<file path="src/rtl/id_pkg.sv">
`default_nettype none
// ============================================================================
// Module   : id_pkg
// Purpose  : Shared definitions for the instruction-decode stage: instruction
//            field offsets, opcode / decoded-opcode encodings, decode helper
//            functions and the control part of the decoded bundle.
// Revision : 1.0 - initial release
// ============================================================================
package id_pkg;

  // Fixed field widths
  localparam int W_OPC  = 6;
  localparam int W_DOPC = 3;
  localparam int W_CC   = 2;

  // Field positions, counted down from the instruction MSB so the layout
  // follows WORD: opcode occupies the top W_OPC bits, immf sits directly
  // below it, then rd, then rs. The immediate is always at the LSBs.
  localparam int OPC_OFS  = 0;
  localparam int IMMF_OFS = W_OPC;
  localparam int RD_OFS   = W_OPC + 1;

  // Opcode encodings
  localparam logic [W_OPC-1:0] OPC_ADD = 6'h00;
  localparam logic [W_OPC-1:0] OPC_SUB = 6'h01;
  localparam logic [W_OPC-1:0] OPC_AND = 6'h02;
  localparam logic [W_OPC-1:0] OPC_OR  = 6'h03;
  localparam logic [W_OPC-1:0] OPC_XOR = 6'h04;
  localparam logic [W_OPC-1:0] OPC_SHL = 6'h05;
  localparam logic [W_OPC-1:0] OPC_SHR = 6'h06;
  localparam logic [W_OPC-1:0] OPC_LD  = 6'h07;
  localparam logic [W_OPC-1:0] OPC_ST  = 6'h08;
  localparam logic [W_OPC-1:0] OPC_BR  = 6'h09;

  // Decoded operation class handed to EX
  typedef enum logic [W_DOPC-1:0] {
    DOPC_ARITH  = 3'd0,
    DOPC_LOGIC  = 3'd1,
    DOPC_SHIFT  = 3'd2,
    DOPC_LOAD   = 3'd3,
    DOPC_STORE  = 3'd4,
    DOPC_BRANCH = 3'd5,
    DOPC_NOP    = 3'd6
  } dopc_e;

  // Width-independent control portion of a queued bundle
  typedef struct packed {
    dopc_e             dopc;
    logic [W_OPC-1:0]  opc;
    logic [W_CC-1:0]   cc;
    logic              wb;
  } ctl_t;

  function automatic dopc_e decode_ope(input logic [W_OPC-1:0] opc);
    dopc_e d;
    case (opc)
      OPC_ADD, OPC_SUB:          d = DOPC_ARITH;
      OPC_AND, OPC_OR, OPC_XOR:  d = DOPC_LOGIC;
      OPC_SHL, OPC_SHR:          d = DOPC_SHIFT;
      OPC_LD:                    d = DOPC_LOAD;
      OPC_ST:                    d = DOPC_STORE;
      OPC_BR:                    d = DOPC_BRANCH;
      default:                   d = DOPC_NOP;
    endcase
    return d;
  endfunction

  // Only operations that produce a register result reserve rd.
  function automatic logic wb_required(input logic [W_OPC-1:0] opc);
    dopc_e d;
    d = decode_ope(opc);
    return (d == DOPC_ARITH) || (d == DOPC_LOGIC) ||
           (d == DOPC_SHIFT) || (d == DOPC_LOAD);
  endfunction

  // Extends a w_imm-bit immediate (right-aligned in imm) to 64 bits; the
  // caller keeps the low WORD bits. Logic and shift ops zero-extend so that
  // masks like 0xFFFF stay masks; everything else sign-extends.
  function automatic logic [63:0] expand_imm(input logic [W_OPC-1:0] opc,
                                             input logic [63:0]      imm,
                                             input logic [6:0]       w_imm);
    logic        zext;
    logic        sign;
    logic [63:0] res;
    zext = (decode_ope(opc) == DOPC_LOGIC) || (decode_ope(opc) == DOPC_SHIFT);
    sign = imm[6'(w_imm - 7'd1)];
    for (int i = 0; i < 64; i++) begin
      res[i] = (7'(i) < w_imm) ? imm[i] : (~zext & sign);
    end
    return res;
  endfunction

endpackage
`default_nettype wire

</file>
<file path="src/rtl/id_fifo.sv">
`default_nettype none
// ============================================================================
// Module   : id_fifo
// Purpose  : DEPTH-entry registered queue for decoded bundles, with flush.
// Ports    : clk, rst (async, active-low)
//            push_i/din_i  - write request and data (ignored when full
//                            unless a pop happens in the same cycle)
//            pop_i         - remove head entry (ignored when empty)
//            flush_i       - empty the queue; overrides push and pop
//            dout_o        - head entry, full_o / empty_o status
// Revision : 1.0 - initial release
// ============================================================================
module id_fifo #(
  parameter int DEPTH = 2,
  parameter int W     = 8
) (
  input  logic         clk,
  input  logic         rst,
  input  logic         push_i,
  input  logic [W-1:0] din_i,
  input  logic         pop_i,
  input  logic         flush_i,
  output logic [W-1:0] dout_o,
  output logic         full_o,
  output logic         empty_o
);

  localparam int PW = (DEPTH > 1) ? $clog2(DEPTH) : 1;
  localparam int CW = $clog2(DEPTH + 1);

  logic [W-1:0]  mem_q [DEPTH];
  logic [PW-1:0] wr_ptr_q, wr_ptr_d;
  logic [PW-1:0] rd_ptr_q, rd_ptr_d;
  logic [CW-1:0] cnt_q, cnt_d;
  logic          do_push_w, do_pop_w;

  function automatic logic [PW-1:0] next_ptr(input logic [PW-1:0] p);
    return (p == PW'(DEPTH - 1)) ? '0 : p + 1'b1;
  endfunction

  assign full_o  = (cnt_q == CW'(DEPTH));
  assign empty_o = (cnt_q == '0);
  assign dout_o  = mem_q[rd_ptr_q];

  assign do_pop_w  = pop_i & ~empty_o & ~flush_i;
  assign do_push_w = push_i & (~full_o | do_pop_w) & ~flush_i;

  always_comb begin
    wr_ptr_d = wr_ptr_q;
    rd_ptr_d = rd_ptr_q;
    cnt_d    = cnt_q;
    if (flush_i) begin
      wr_ptr_d = '0;
      rd_ptr_d = '0;
      cnt_d    = '0;
    end else begin
      if (do_push_w) wr_ptr_d = next_ptr(wr_ptr_q);
      if (do_pop_w)  rd_ptr_d = next_ptr(rd_ptr_q);
      case ({do_push_w, do_pop_w})
        2'b10:   cnt_d = cnt_q + 1'b1;
        2'b01:   cnt_d = cnt_q - 1'b1;
        default: cnt_d = cnt_q;
      endcase
    end
  end

  always_ff @(posedge clk or negedge rst) begin
    if (!rst) begin
      wr_ptr_q <= '0;
      rd_ptr_q <= '0;
      cnt_q    <= '0;
    end else begin
      wr_ptr_q <= wr_ptr_d;
      rd_ptr_q <= rd_ptr_d;
      cnt_q    <= cnt_d;
    end
  end

  // Storage is cleared on reset so the bundle outputs read zero afterwards.
  always_ff @(posedge clk or negedge rst) begin
    if (!rst) begin
      for (int i = 0; i < DEPTH; i++) mem_q[i] <= '0;
    end else if (do_push_w) begin
      mem_q[wr_ptr_q] <= din_i;
    end
  end

endmodule
`default_nettype wire

</file>
<file path="src/rtl/idecode_buf.sv">
`default_nettype none
// ============================================================================
// Module   : idecode_buf
// Purpose  : Instruction-decode stage between IF and EX. Decodes one
//            instruction per cycle, reads operands, interlocks on register
//            reservations and queues decoded bundles towards EX.
// Ports    : clk, rst (async, active-low)
//            IF side  : v_i, rdy_o, inst_i, origaddr_i, flush_i
//            RF side  : rd/rs_name_o, rd/rs_data_i, rd/rs_reserved_i,
//                       rd_reserve_o
//            EX side  : v_o, stall_i, src_o, dest_o, dopc_o, opc_o,
//                       origaddr_o, cc_o, wb_o, wb_rd_name_o
//            Status   : hazard_cnt_o (saturating interlock-stall count)
// Revision : 1.0 - initial release
// ============================================================================
module idecode_buf
  import id_pkg::*;
#(
  parameter int WORD  = 32,
  parameter int ADDR  = 32,
  parameter int W_RD  = 3,
  parameter int W_RS  = 3,
  parameter int W_IMM = 16,
  parameter int DEPTH = 2,
  parameter int W_CNT = 16
) (
  input  logic              clk,
  input  logic              rst,
  input  logic              v_i,
  output logic              rdy_o,
  input  logic [WORD-1:0]   inst_i,
  input  logic [ADDR-1:0]   origaddr_i,
  input  logic              flush_i,
  output logic [W_RD-1:0]   rd_name_o,
  output logic [W_RS-1:0]   rs_name_o,
  input  logic [WORD-1:0]   rd_data_i,
  input  logic [WORD-1:0]   rs_data_i,
  input  logic              rd_reserved_i,
  input  logic              rs_reserved_i,
  output logic              rd_reserve_o,
  output logic              v_o,
  input  logic              stall_i,
  output logic [WORD-1:0]   src_o,
  output logic [WORD-1:0]   dest_o,
  output logic [W_DOPC-1:0] dopc_o,
  output logic [W_OPC-1:0]  opc_o,
  output logic [ADDR-1:0]   origaddr_o,
  output logic [W_CC-1:0]   cc_o,
  output logic              wb_o,
  output logic [W_RD-1:0]   wb_rd_name_o,
  output logic [W_CNT-1:0]  hazard_cnt_o
);

  typedef struct packed {
    logic [WORD-1:0] src;
    logic [WORD-1:0] dest;
    ctl_t            ctl;
    logic [ADDR-1:0] addr;
    logic [W_RD-1:0] rd;
  } bundle_t;

  logic [W_OPC-1:0] opc_w;
  logic             immf_w;
  logic [W_IMM-1:0] imm_w;
  logic [63:0]      imm_ext_w;
  logic             hazard_w;
  logic             accept_w;
  logic             full_w, empty_w, pop_w;
  bundle_t          push_w, head_w;
  logic [W_CNT-1:0] hazard_cnt_q, hazard_cnt_d;

  // Field extraction; the RF names are driven straight from the instruction.
  assign opc_w     = inst_i[WORD-1-OPC_OFS -: W_OPC];
  assign immf_w    = inst_i[WORD-1-IMMF_OFS];
  assign rd_name_o = inst_i[WORD-1-RD_OFS -: W_RD];
  assign rs_name_o = inst_i[WORD-1-RD_OFS-W_RD -: W_RS];
  assign imm_w     = inst_i[W_IMM-1:0];
  assign imm_ext_w = expand_imm(opc_w, 64'(imm_w), 7'(W_IMM));

  // rs is only a real source when no immediate replaces it.
  assign hazard_w = v_i & (rd_reserved_i | (~immf_w & rs_reserved_i));

  // rdy_o looks at full only, never at stall_i, so EX backpressure does not
  // reach IF combinationally. Held low while in reset.
  assign rdy_o        = rst & ~full_w & ~hazard_w & ~flush_i;
  assign accept_w     = v_i & rdy_o;
  assign rd_reserve_o = accept_w & wb_required(opc_w);

  always_comb begin
    push_w          = '0;
    push_w.src      = immf_w ? imm_ext_w[WORD-1:0] : rs_data_i;
    push_w.dest     = rd_data_i;
    push_w.ctl.dopc = decode_ope(opc_w);
    push_w.ctl.opc  = opc_w;
    push_w.ctl.cc   = rd_name_o[W_CC-1:0];
    push_w.ctl.wb   = wb_required(opc_w);
    push_w.addr     = origaddr_i;
    push_w.rd       = rd_name_o;
  end

  assign pop_w = ~empty_w & ~stall_i;

  id_fifo #(
    .DEPTH (DEPTH),
    .W     ($bits(bundle_t))
  ) u_fifo (
    .clk     (clk),
    .rst     (rst),
    .push_i  (accept_w),
    .din_i   (push_w),
    .pop_i   (pop_w),
    .flush_i (flush_i),
    .dout_o  (head_w),
    .full_o  (full_w),
    .empty_o (empty_w)
  );

  assign v_o          = ~empty_w;
  assign src_o        = head_w.src;
  assign dest_o       = head_w.dest;
  assign dopc_o       = head_w.ctl.dopc;
  assign opc_o        = head_w.ctl.opc;
  assign origaddr_o   = head_w.addr;
  assign cc_o         = head_w.ctl.cc;
  assign wb_o         = head_w.ctl.wb;
  assign wb_rd_name_o = head_w.rd;

  // Counts cycles an offered instruction was held by an interlock; a flushed
  // cycle is not a stall since the input is being discarded anyway.
  always_comb begin
    hazard_cnt_d = hazard_cnt_q;
    if (hazard_w && !flush_i && !(&hazard_cnt_q)) begin
      hazard_cnt_d = hazard_cnt_q + 1'b1;
    end
  end

  always_ff @(posedge clk or negedge rst) begin
    if (!rst) hazard_cnt_q <= '0;
    else      hazard_cnt_q <= hazard_cnt_d;
  end

  assign hazard_cnt_o = hazard_cnt_q;

endmodule
`default_nettype wire
</file>
<file path="config.mk">
export PLATFORM = sky130hd
export DESIGN_NAME = idecode_buf
export DESIGN_NICKNAME = d
export VERILOG_FILES = /design/src/rtl/id_pkg.sv /design/src/rtl/id_fifo.sv /design/src/rtl/idecode_buf.sv
export SDC_FILE = /design/constraint.sdc
export NUM_CORES = 1
export LEC_CHECK = 0
export BUFFER_PORTS_ARGS = -buffer_cell sky130_fd_sc_hd__buf_2
export CORE_MARGIN = 3
export CORE_UTILIZATION = 41
export DETAILED_ROUTE_END_ITERATION = 8
export MAX_ROUTING_LAYER = met4
export PLACE_DENSITY = 0.75
export SYNTH_ARGS = -nofsm -noshare
export SYNTH_HDL_FRONTEND = slang
export SYNTH_SLANG_ARGS = --single-unit
</file>
<file path="constraint.sdc">
create_clock -name clk -period 3.4 [get_ports clk]
set_input_delay 0.34 -clock clk [delete_from_list [all_inputs] [get_ports clk]]
set_output_delay 0.34 -clock clk [all_outputs]
set_load 0.03 [all_outputs]
</file>
==> flow_summary_export.csv, run 1 <==
group,metric,value,unit
layout,area_growth,25.2,%
layout,drive_gt1_frac,0.304,
floorplan,num_rows,59,
yosys,synthArstFlopShare,1.00,
clocking,cts_setup_buffers,0,
placed_design,port-buffer-count,261,
worst_setup_path,cp-end-kind,"primary output",
timing,period_share,0.797,
clocking,cts.sink_count,238,
pwr,power_density,584,nW/um^2
yosys,synthAdderAreaFrac,0.00341,
timing,slew_headroom,0.300,
timing,fin_setup_tns,0,ps
layout,register_area,5960,sq um
yosys,synth_top_family_by_area,"simple AND/OR/NAND/NOR gates",
yosys,yosysTopAreaCell,"dfrtp_1",
timing,fin_crit,2710,ps
yosys,synthCells,1166,
global_routing,first_global_vias,9235,
placed_design,pre_cts_slack,807,ps
drt,wl,28900,um
placed_design,dp_hpwl,18300,um
global_routing,antenna_found_initial,2,
worst_setup_path,path_cells,"dlygate4sd3_1, buf_8, nor2b_2, and4_1, and2_4, buf_2",
worst_setup_path,crit_type,"in -> out",
yosys,synthSimpleGateAreaFrac,0.205,
floorplan,initial_core_util,0.420,
yosys,synth_cell_types,43,
worst_setup_path,required,3060,ps
yosys,synth-compound-area-share,0.0730,
global_routing,grt_pass1_wl,46800,um
pwr,ir_drop,0.547,mV
yosys,synthFlopType,"dfrtp_1",
worst_setup_path,worstPathMaxFanout,41,
clocking,cts_max_path_buffers,3,
clocking,cts_made_buffers,26,
yosys,netlist.area_leader.share,0.542,
clocking,cts_root_buf,"clkbuf_16",
yosys,synthTopCellsByCount,"nand2_1 (482), dfrtp_1 (238), mux2_2 (110), o21ai_0 (81), a21oi_1 (36)",
layout,final_core_util,0.525,
global_routing,grt_max_degree,111,
timing,hold_viol,0,
drt,avgViaCountPerCell,5.07,
timing,rsz0062_at_grt,"no",
yosys,synthTopCellsByArea,"dfrtp_1 (54%), nand2_1 (16%), mux2_2 (11%), o21ai_0 (3.7%), a21oi_1 (1.6%)",
yosys,synth_most_common_cell,"nand2_1",
pwr,p_leak,0.00710,uW
placed_design,place_area,12500,sq um
drt,drtIter0Drc,591,
drt,vias,9077,
floorplan,ios,271,
global_routing,grtUsageTotal,0.203,
worst_setup_path,crit_slowest_cell,"dlygate4sd3_1",
drt,routedWlPerCell,16.2,um
layout,fin_area,13800,sq um
yosys,synth_fp_nets,1304,
clocking,htreeDepth,1,
yosys,synthXorXnorAreaFrac,0.0127,
timing,fin_skew,27.5,ps
yosys,yosysWarnings,0,
timing,worst-slew-pin-transition,1050,ps
clocking,holdBufCountCts,37,
floorplan,dieArea,28800,sq um
layout,nets,1570,
yosys,synth_mux_area_frac,0.129,
layout,multi_input_area,4680,sq um
floorplan,die_w,170,um
job,drv_cap,0,
drt,firstDrtPassIters,5,
clocking,clk_latency,530,ps
clocking,clk_pin_slew,60,ps
floorplan,die_y,170,um
yosys,avgSynthCellArea,9.43,sq um
timing,max_freq,369,MHz
drt,drtAntennaViolNets,0,
clocking,ctsResizeCount,0,
worst_setup_path,worst_ep_arrival_time,2370,ps
hold_path,hp-class,"in -> reg",
drt,drc,0,
yosys,ys_seq_area_frac,0.542,
layout,nFillCells,2365,
yosys,ys_seq_elements,238,
clocking,cts_tree,"yes",
worst_setup_path,slowest_delay,590,ps
placed_design,gp_congestion,0.780,
yosys,synth_area,11000,sq um
timing,slew_violations,0,
timing,setup_violations,0,
worst_setup_path,critPathLaunchType,"input port",
timing,fin_ws,691,ps
status,status,"completed",
global_routing,grt_remaining_overflow,0,
pwr,power,8040,uW
yosys,synth_edf_count,0,
floorplan,core,26200,sq um
-- placed cells by master (no fill, tap or decap), types with 4 or more instances in the layout --
cell type      netlist  routed
nor2_1              10      10
nand2_1            482     481
buf_2               21     260
xnor2_1             12      12
clkbuf_8             0       6
nand4_1              7       7
mux2i_1             17      17
inv_1                5       5
clkbuf_1            35       9
a21oi_1             36      36
xor2_1               4       4
clkbuf_16            0      26
o21ai_0             81      81
nor2b_1             19      19
buf_4               11      12
mux2_2             110     110
o21ai_1             26      26
nand3_1              7       7
and3_1               6       6
dlygate4sd3_1        0      37
dfrtp_1            238     237
-- metal layers --
metal / global-route usage / routed length, um / up-vias
met1: 0.260 / 12400 / 4378
met3: 0.0342 / 1750 / 63
met5: - / 0 / -
met4: 0.0615 / 885 / 0
met2: 0.333 / 13900 / 296
li1: - / - / 4340
-- layout make-up --
type                            instances  area share
Timing Repair Buffer                  313       0.133
Multi-Input combinational cell        848       0.340
Clock inverter                          7     0.00582
Clock buffer                           41      0.0557
Inverter                                5     0.00136
Sequential cell                       238       0.433
Tap cell                              335      0.0304
Antenna cell                            3    0.000545
-- through the flow --
| step | instances | hold WS [ps] |
|---|---|---|
| finish | 1790 | 29.7 |
| global route | 1789 | 17.2 |
| CTS | 1787 | 0.508 |
| detailed placement | 1702 | 241 |
| global placement | 1702 | 244 |
| floorplan | 1166 | 44.4 |
-- power breakdown --
part | internal (uW) | total (uW) | switching (uW)
Clock | 1630 | 2760 | 1130
Combinational | 674 | 1880 | 1200
Sequential | 3190 | 3410 | 217
-- flip-flops by register name, indices dropped and copies added, names as in the netlist --
| signal | count |
|---|---|
| u_fifo.mem_q | 218 |
| hazard_cnt_o | 16 |
| u_fifo.cnt_q | 2 |
| u_fifo.rd_ptr_q | 1 |
| u_fifo.wr_ptr_q | 1 |
-- kinds of logic (layout without fill, tap and decap cells) --
group | Yosys count | count (layout)
AO/OA/AOI/OAI | 151 | 151
XOR/XNOR | 16 | 16
adder cells (fa/ha/maj) | 3 | 3
buffers and inverters | 80 | 366
flip-flops | 238 | 238
multiplexers | 128 | 128
other | 0 | 3
AND/OR/NAND/NOR | 550 | 550
-- worst paths after layout --
check	endpoint	depth (start not counted)	slack [ps]	from
max	rd_reserve_o	6	690	rst
min	u_fifo.mem_q[34]	3	30	origaddr_i[31]
max reg2reg	u_fifo.mem_q[208]	5	1120	u_fifo.cnt_q[0]
min reg2reg	u_fifo.mem_q[182]	2	470	u_fifo.mem_q[182]
max in group asynchronous	u_fifo.mem_q[217]	4	1190	rst
min in group asynchronous	u_fifo.mem_q[152]	2	320	rst
-- worst max-delay path, delay by kind of cell --
kind / cells / cell delay, ps
buffers and inverters: 3 / 1100
AND/OR/NAND/NOR: 3 / 890
Power figures use the tool's default switching activity.
==> run 2: changes to the inputs <==
- ABC_AREA: default -> 1
- clock period: 3.4 -> 2.5 ns (I/O delays scaled with it)
==> run 2 against run 1 <==
Worst setup slack worse by 560 ps. Synthesized cell count rose by 22%. Clock power increased by 32%. Die area is 3.0% higher. Wire length up 6.6%. First-iteration DRC count is 27% higher. Total power up 57%. Via count rose by 13%. Critical endpoint is now origaddr_o[26]. Largest power group unchanged.
==> flow_summary_export.csv, run 2 <==
group,metric,value,unit
yosys,synthCells,1428,
timing,fin_crit,2370,ps
yosys,yosysTopAreaCell,"dfrtp_1",
layout,drive_gt1_frac,0.221,
timing,fin_ws,127,ps
clocking,cts_tree,"yes",
global_routing,grtUsageTotal,0.210,
pwr,p_clk_frac,0.289,
clocking,clk_pin_slew,60,ps
pwr,power_density,873,nW/um^2
timing,rsz0062_at_grt,"no",
global_routing,grt_pass1_wl,49300,um
yosys,synth_edf_count,0,
placed_design,gp_congestion,0.851,
timing,hold_viol,0,
global_routing,grt_max_degree,153,
pwr,swShare,0.351,
yosys,synthTopCellsByCount,"nand2_1 (706), dfrtp_1 (238), inv_1 (94), o21ai_1 (69), o21ai_2 (53)",
pwr,ir_drop,0.633,mV
hold_path,hp-class,"in -> reg",
timing,slew_violations,0,
drt,drc,0,
floorplan,die_y,172,um
floorplan,die_w,172,um
yosys,synthFlopType,"dfrtp_1",
placed_design,pre_cts_slack,517,ps
timing,fin_skew,7.78,ps
pwr,p_leak,0.00792,uW
timing,period_share,0.949,
status,status,"completed",
worst_setup_path,critPathLaunchType,"register",
clocking,cts_made_buffers,27,
clocking,clk_latency,520,ps
clocking,htreeDepth,1,
worst_setup_path,required,2250,ps
placed_design,place_area,12800,sq um
yosys,synth_cell_types,28,
layout,multi_input_area,4450,sq um
floorplan,num_rows,60,
layout,final_common_cell,"nand2_1",
floorplan,dieArea,29700,sq um
clocking,cts.sink_count,238,
layout,final_cell_mix,"nand2_1 (706), buf_2 (260), dfrtp_1 (237)",
worst_setup_path,cp-end-kind,"primary output",
floorplan,ios,271,
yosys,synth_most_common_cell,"nand2_1",
yosys,ys_seq_elements,238,
worst_setup_path,worst_ep_arrival_time,2120,ps
drt,firstDrtPassIters,6,
worst_setup_path,rr_worst_depth,9,
layout,nFillCells,2438,
job,drv_cap,0,
drt,drtIter0Drc,752,
pwr,combPwrFrac,0.293,
timing,max_freq,421,MHz
floorplan,initial_core_util,0.418,
drt,drtAntennaViolNets,0,
placed_design,port-buffer-count,261,
timing,fin_setup_tns,0,ps
layout,register_area,5960,sq um
yosys,synthArstFlopShare,1.00,
pwr,power_frac_seq,0.419,
clocking,cts_max_path_buffers,3,
timing,setup_violations,0,
global_routing,first_global_vias,9957,
layout,regMostFlops,"u_fifo.mem_q",
drt,vias,10232,
placed_design,dp_hpwl,19200,um
drt,routedWlPerCell,14.5,um
worst_setup_path,r2r_slack,210,ps
layout,largest_register_ffs,218,
global_routing,antenna_found_initial,7,
layout,nets,1872,
yosys,netlist.area_leader.share,0.525,
worst_setup_path,crit_type,"reg -> out",
layout,area_growth,27.5,%
pwr,p_int,8200,uW
yosys,synth_area,11300,sq um
yosys,synthTopCellsByArea,"dfrtp_1 (53%), nand2_1 (23%), o21ai_2 (4.1%), inv_1 (3.1%), o21ai_1 (3.0%)",
drt,wl,30800,um
timing,slew_headroom,0.357,
pwr,p_sw,4430,uW
yosys,avgSynthCellArea,7.94,sq um
timing,worst-slew-pin-transition,965,ps
drt,avgViaCountPerCell,4.82,
hold_path,whs_path_depth,3,
floorplan,core,27100,sq um
yosys,synth_fp_nets,1566,
clocking,cts_root_buf,"clkbuf_16",
worst_setup_path,worstPathMaxFanout,27,
yosys,ys_seq_area_frac,0.525,
global_routing,grt_remaining_overflow,0,
layout,fin_area,14500,sq um
yosys,yosysWarnings,0,
==> run 2: cell count changes after synthesis, moves of 22 or more <==
| cell | change |
|---|---|
| nand2_1 | +224 |
| mux2_2 | -110 |
| buf_6 | +22 |
| o21ai_2 | +53 |
| a21oi_1 | -33 |
| o21ai_1 | +43 |
| a31oi_1 | +31 |
| o21ai_0 | -40 |
| inv_1 | +89 |
| nor2_1 | +39 |
==> run 2: layer usage <==
metal,GRT usage,routed length [um]
met1,0.266,13000
met3,0.0368,2000
met2,0.345,14900
met4,0.0705,986
met5,-,0
==> run 2: power groups by stage <==
stage                     clock network, uW  registers, uW  logic (uW)
after floorplan                           0           5300        2490
after global placement                    0           5280        3500
after detailed placement                  0           5330        3580
after CTS                              3770           5270        3710
after global routing                   3900           5390        4100
final                                  3650           5280        3690
==> run 2: logic make-up (layout without fill, tap and decap cells) <==
logic type | Yosys count | after routing | synth area share
xor+xnor | 15 | 15 | 0.0116
simple gates | 786 | 786 | 0.267
buf+inv | 186 | 504 | 0.0829
flops | 238 | 238 | 0.525
other cells | 0 | 7 | 0
fa+ha+maj | 3 | 3 | 0.00331
compound gates | 200 | 200 | 0.110
==> run 2: repair_timing <==
action,CTS,global route
gates resized for setup,0,7
buffers inserted,0,0
setup endpoints to repair,0,65
hold buffers,79,0
hold endpoints to repair,126,0
==> run 2: worst max-delay path, cell delays in order, from the launching register on <==
cell and delay, ps:
dfrtp_4 640, inv_6 290, buf_4 290, nand2_1 80
nand2_1 100, buf_2 210
==> run 2: worst paths after layout <==
path                                   from               end
min in group asynchronous               rst  u_fifo.mem_q[30]
min reg2reg                u_fifo.mem_q[35]  u_fifo.mem_q[35]
max in group asynchronous               rst   u_fifo.rd_ptr_q
max reg2reg                 u_fifo.cnt_q[1]  u_fifo.mem_q[88]
min                           rs_data_i[15]  u_fifo.mem_q[94]
max                         u_fifo.rd_ptr_q    origaddr_o[26]
==> run 2: final cells by class <==
cell class | instances | area share
Antenna cell | 7 | 0.00121
Clock buffer | 39 | 0.0554
Clock inverter | 2 | 0.000692
Inverter | 100 | 0.0268
Multi-Input combinational cell | 1004 | 0.307
Sequential cell | 238 | 0.412
Tap cell | 372 | 0.0322
Timing Repair Buffer | 363 | 0.164
==> run 2: metrics by stage <==
stage          power [uW]  utilization  hold slack, ps  cells
2_1_floorplan        7790            -           -45.6   1428
4_1_cts             12700        0.532           0.907   2118
3_5_place_dp         8900        0.473            68.5   1998
3_3_place_gp         8780        0.473            66.2   1998
5_1_grt             13400        0.534            5.19   2125
6_report            12600        0.534            24.9   2125
